<file path="config.mk">
export PLATFORM = sky130hd
export DESIGN_NAME = piso
export DESIGN_NICKNAME = d
export VERILOG_FILES = /design/src/rtl/piso_pkg.sv /design/src/rtl/piso_hold_reg.sv /design/src/rtl/piso.sv
export SDC_FILE = /design/constraint.sdc
export NUM_CORES = 1
export LEC_CHECK = 0
export CORE_MARGIN = 1
export CORE_UTILIZATION = 31
export DETAILED_ROUTE_END_ITERATION = 8
export HOLD_SLACK_MARGIN = 0.03
export PLACE_DENSITY = 0.51
export SLEW_MARGIN = 20
export SYNTH_ARGS = -nofsm -noshare
export SYNTH_HDL_FRONTEND = slang
export SYNTH_HIERARCHICAL = 1
export SYNTH_SLANG_ARGS = --single-unit
</file>
<file path="constraint.sdc">
create_clock -name clk -period 2.7 [get_ports clk]
set_clock_uncertainty 0.05 [all_clocks]
set_input_delay 0.405 -clock clk [delete_from_list [all_inputs] [get_ports clk]]
set_output_delay 0.405 -clock clk [all_outputs]
set_load 0.1 [all_outputs]
</file>
<file path="src/rtl/piso_pkg.sv">
// Shared sizing for the PE-array serial unloader.
// Lane = one complex re/im pair.
package piso_pkg;

    localparam int PE_NUM_DEF     = 8;
    localparam int DATA_WIDTH_DEF = 16;
    localparam int LANE_W_DEF     = 2 * DATA_WIDTH_DEF;

    function automatic int cnt_w(input int n);
        return (n > 1) ? $clog2(n) : 1;
    endfunction

endpackage

</file>
<file path="src/rtl/piso_hold_reg.sv">
// One-deep holding register for the next parallel word.
// Writer only loads when empty; reader takes when shifter frees up.
module piso_hold_reg #(
    parameter int W = 256
) (
    input  logic         clk,
    input  logic         clear,
    input  logic         load,
    input  logic         take,
    input  logic [W-1:0] d,
    output logic [W-1:0] q,
    output logic         valid
);

    always_ff @(posedge clk) begin
        if (clear) begin
            q     <= '0;
            valid <= 1'b0;
        end else if (load) begin
            q     <= d;
            valid <= 1'b1;
        end else if (take) begin
            valid <= 1'b0;
        end
    end

endmodule

</file>
<file path="src/rtl/piso.sv">
// Parallel-in/serial-out unloader: one lane per clock, lane 0 first.
// A held word follows the current one with no bubble.
module piso
    import piso_pkg::*;
#(
    parameter int PE_NUM     = PE_NUM_DEF,
    parameter int DATA_WIDTH = DATA_WIDTH_DEF
) (
    input  logic                           clk,
    input  logic                           rst,
    input  logic [PE_NUM*DATA_WIDTH*2-1:0] p_in,
    input  logic                           load,
    output logic                           ready,
    output logic [DATA_WIDTH*2-1:0]        s_out,
    output logic                           valid_out,
    output logic                           last_out,
    output logic                           drop
);

    localparam int LANE_W = 2 * DATA_WIDTH;
    localparam int WORD_W = PE_NUM * LANE_W;
    localparam int CNT_W  = cnt_w(PE_NUM);
    localparam logic [CNT_W-1:0] CNT_LAST = CNT_W'(PE_NUM - 1);

    logic [WORD_W-1:0] sr;
    logic [CNT_W-1:0]  cnt;
    logic              active;

    logic [WORD_W-1:0] hold_q;
    logic              hold_v;

    logic              at_last;
    logic              free;
    logic              accept;
    logic              start_hold;
    logic              start_p;
    logic              start;
    logic              hold_load;
    logic [WORD_W-1:0] start_word;

    assign ready = !hold_v;

    always_comb begin
        at_last    = active && (cnt == CNT_LAST);
        free       = !active || at_last;
        accept     = load && ready;
        start_hold = free && hold_v;
        start_p    = free && !hold_v && accept;
        start      = start_hold || start_p;
        // hold can only be written while empty, so it never collides with take
        hold_load  = accept && !free;
        start_word = start_hold ? hold_q : p_in;
    end

    piso_hold_reg #(
        .W (WORD_W)
    ) u_hold (
        .clk   (clk),
        .clear (rst),
        .load  (hold_load),
        .take  (start_hold),
        .d     (p_in),
        .q     (hold_q),
        .valid (hold_v)
    );

    always_ff @(posedge clk) begin
        if (rst) begin
            sr        <= '0;
            cnt       <= '0;
            active    <= 1'b0;
            s_out     <= '0;
            valid_out <= 1'b0;
            last_out  <= 1'b0;
            drop      <= 1'b0;
        end else begin
            drop <= load && !ready;
            if (start) begin
                s_out     <= start_word[LANE_W-1:0];
                sr        <= start_word >> LANE_W;
                cnt       <= '0;
                active    <= 1'b1;
                valid_out <= 1'b1;
                last_out  <= (PE_NUM == 1);
            end else if (!free) begin
                s_out     <= sr[LANE_W-1:0];
                sr        <= sr >> LANE_W;
                cnt       <= cnt + 1'b1;
                valid_out <= 1'b1;
                last_out  <= ((cnt + 1'b1) == CNT_LAST);
            end else begin
                active    <= 1'b0;
                valid_out <= 1'b0;
                last_out  <= 1'b0;
                s_out     <= '0;
            end
        end
    end

endmodule
</file>
==> metrics.log <==
INFO  metric placeableCoreArea = 74300 um^2
INFO  metric clock_path_buffers = 3
INFO  metric seq_power_share = 42.6%
INFO  metric netlist_instances = approximately 2.3k
INFO  metric tns = 0 ps
INFO  metric drtIter0Drc = 1153
INFO  metric power_leakage = ~10 nW
INFO  metric timing.critical_path.buf_inv = 2
INFO  metric clock_tree_root_driver_cell = sky130_fd_sc_hd__clkbuf_16
INFO  metric p_switching = around 6 mW
INFO  metric count_of_flip_flops_with_a_built_in_enable_after_synthesis = 0
INFO  metric finalSetupViolCount = 0
INFO  metric design_area = 28600 um^2
INFO  metric grt-ovfl-total = 0
INFO  metric grt_max_degree = 114
INFO  metric worst_hold_path_type = in -> reg
INFO  metric yosys_register_bits = 520
INFO  metric clk_pin_slew_worst_paths = 60 ps
INFO  metric maximum_vdd_ir_drop = 0.000472 V
INFO  metric syn-mean-instance-area = just over 10 um^2
INFO  metric grt_setup_unrepaired = false
INFO  metric worstPathMaxFanout = 26
INFO  metric post_cts.resized_instances = 0
INFO  metric internal_power = 14.5 mW
INFO  metric final_period_utilization = 83.9%
INFO  metric num_rows = 100
INFO  metric first_pass_iters = 5
INFO  metric fmax = roughly 440 MHz
INFO  metric crit_path_start_kind = flip-flop
INFO  metric synth_top_cells_by_count = 520 x sky130_fd_sc_hd__dfxtp_1, 484 x sky130_fd_sc_hd__nor2_1, 256 x sky130_fd_sc_hd__mux2i_1
INFO  metric ys_seq_area_share = 44.8%
INFO  metric run_status = finished, final reports clean
INFO  metric postSynthNetCount = 2559
INFO  metric cts_max_level = 2
INFO  metric critPathRequiredTime = 3110 ps
INFO  metric worst_skew_pair.late_latency = 620 ps
INFO  metric layout_min_cycle_time = 2270 ps
INFO  metric io_buffer_count = 294
INFO  metric max-slew-margin-rel = 48.8%
INFO  metric ys_warn_count = 6
INFO  metric post-synth-top-count-cell = sky130_fd_sc_hd__dfxtp_1
INFO  metric tightest_slew = 769 ps
INFO  metric die_w = 276 um
INFO  metric critical_path.slowest_cell = sky130_fd_sc_hd__dfxtp_1
INFO  metric crit_path_cell_trace = ha_1, ha_1, nand2b_4, nor2_4, buf_12, buf_4, mux2i_1, nor2_1
INFO  metric io_pins = between 200 and 300
INFO  metric p_clk_share = 39.2%
INFO  metric post-synth-top-area-cell = sky130_fd_sc_hd__dfxtp_1
INFO  metric grt_pass1_wl = 111 mm
INFO  metric number_of_antenna_violations_at_the_first_check_in_global_routing = 6
INFO  metric die-area = ~76000 um^2
INFO  metric drv_slew = 0
INFO  metric post_cts_hold_buffer_count = 0
INFO  metric route.vias.total = 18.3k
INFO  metric buffers_inserted_by_post_cts_timing_repair = 0
INFO  metric post_synth_num_cell_types = 29
INFO  metric routed_wirelength = between 70 and 80 mm
INFO  metric path_class = reg -> reg
INFO  metric yosys_most_used_dff = sky130_fd_sc_hd__dfxtp_1
INFO  metric remaining_drc_errors = 0
INFO  metric dpl-instance-area = 26600 um^2
INFO  metric critical-path-max-stage-delay = 330 ps
INFO  metric worst_endpoint_data_arrival_time = 2680 ps
INFO  metric synth_top_cell_area_share = 44.8%
INFO  metric synth_area = 23200 um^2
INFO  metric area_growth = 22.9%
INFO  metric async_reset_ff_share = 0%
INFO  metric critical_path.endpoint_type = flip-flop
INFO  metric starting_density_of_the_core = 31.3%
INFO  metric gp_congestion = a little under 0.8
INFO  metric critical-path-top-delay-family = buffers and inverters
INFO  metric route.detailed.wl_per_inst = 21.5 um
INFO  metric drt.antenna.violating_nets = 0
INFO  metric synth.top_cells.by_area = sky130_fd_sc_hd__dfxtp_1 45%, sky130_fd_sc_hd__a2111oi_2 12%, sky130_fd_sc_hd__mux2i_1 11%
INFO  metric nets = roughly 2.7k
INFO  metric final-hold-violation-count = 0
INFO  metric drive_above_1_share = roughly 20%
INFO  metric cts.sink_count = 520
INFO  metric dieHeight = 276 um
INFO  metric routed_via_density = ~5.2
INFO  metric p_comb_share = 18.2%
INFO  metric cts_tree = done
INFO  metric critical_path.most_common_cell = sky130_fd_sc_hd__ha_1
INFO  metric number_of_global_route_vias_before_repair = 18.0k
INFO  metric cts-buffers-inserted = just under 60
INFO  metric groute.usage.overall = 19.1%
INFO  metric hpwl_after_detailed_placement = 51.3 mm
INFO  metric power_density = between 700 and 800 nW/um^2
INFO  metric max_cap_violations = 0
INFO  metric power_switching_share = 28.8%
## sequential cells by signal, indices dropped and copies added (netlist names)
register / flops
u_hold/q: 256
sr: 224
s_out: 32
cnt: 3
active: 1
drop: 1
last_out: 1
u_hold/valid: 1
valid_out: 1
## cells by family after synthesis
| logic type | after synthesis | synth area share, % |
|---|---|---|
| muxes | 288 | 12.6 |
| AOI/OAI and AO/OA | 454 | 19.3 |
| DFF | 520 | 44.8 |
| adders and majority gates | 3 | 0.162 |
| and+or+nand+nor | 787 | 16.1 |
| buffers and inverters | 245 | 7.00 |
## cell type report
cell class	instances	area (um^2)
multi-input combinational	1532	11200
clock inverter	12	141
clock buffer	93	1780
antenna	3	7.51
fill	7300	45800
tap	969	1210
sequential	520	10400
inverter	3	18.8
timing repair buffer	357	3760
## power by group through the flow
stage	logic (mW)	registers, mW	clock network, mW
after floorplan	2.35	8.97	0
after global placement	3.68	8.86	0
after detailed placement	3.74	8.86	0
after CTS	3.75	8.70	8.20
after global routing	3.99	8.75	8.54
final	3.72	8.70	8.00
## path summary, 6_finish.rpt
check                           depth (start not counted)                          to                        from  slack, ps
worst min-delay path                                    2   u_hold/q[43]$_SDFFE_PP0P_                         rst        160
worst max-delay path                                    8  u_hold/q[205]$_SDFFE_PP0P_         cnt[0]$_SDFFE_PP0N_        430
worst min register to register                          2        sr[193]$_SDFFE_PP0P_  u_hold/q[225]$_SDFFE_PP0P_        410
worst max register to register                          8  u_hold/q[205]$_SDFFE_PP0P_         cnt[0]$_SDFFE_PP0N_        430
## through the flow
| step | std cells | power, mW | hold WS [ps] | utilization, % | setup slack [ps] |
|---|---|---|---|---|---|
| after detailed placement | 3381 | 12.6 | 402 | 35.8 | 463 |
| after global routing | 3487 | 21.3 | 163 | 38.4 | 245 |
| after CTS | 3486 | 20.6 | 171 | 38.4 | 387 |
| after global placement | 3381 | 12.5 | 395 | 35.8 | 483 |
| after floorplan | 2297 | 11.3 | 390 | - | 461 |
| final | 3489 | 20.4 | 156 | 38.4 | 435 |
## layout by cell type, fill, tap and decap left out, types with 2 or more instances in the layout
cell / n
sky130_fd_sc_hd__buf_12: 35
sky130_fd_sc_hd__diode_2: 3
sky130_fd_sc_hd__nor3_2: 97
sky130_fd_sc_hd__ha_1: 3
sky130_fd_sc_hd__clkbuf_1: 19
sky130_fd_sc_hd__clkbuf_16: 61
sky130_fd_sc_hd__dfxtp_1: 519
sky130_fd_sc_hd__nand2_1: 67
sky130_fd_sc_hd__buf_4: 64
sky130_fd_sc_hd__a2111oi_2: 180
sky130_fd_sc_hd__nand3_1: 3
sky130_fd_sc_hd__mux2_2: 32
sky130_fd_sc_hd__mux2i_1: 256
sky130_fd_sc_hd__inv_1: 2
sky130_fd_sc_hd__clkdlybuf4s50_1: 256
sky130_fd_sc_hd__clkinv_2: 7
sky130_fd_sc_hd__nor3_1: 127
sky130_fd_sc_hd__nor2_1: 483
sky130_fd_sc_hd__bufinv_16: 3
sky130_fd_sc_hd__nand2b_1: 3
sky130_fd_sc_hd__a221oi_1: 32
sky130_fd_sc_hd__nand2b_4: 2
sky130_fd_sc_hd__a21oi_1: 38
sky130_fd_sc_hd__clkbuf_8: 13
sky130_fd_sc_hd__a2111oi_0: 12
sky130_fd_sc_hd__o22ai_1: 192
## per-layer routing
layer	share of wire [%]	track usage [%]	routed length [um]
met1	44	24.9	33200
met5	0.057	0	43
met2	50	33.1	37200
met3	4.2	2.79	3160
met4	1.8	4.51	1310
Power figures use the tool's default switching activity.
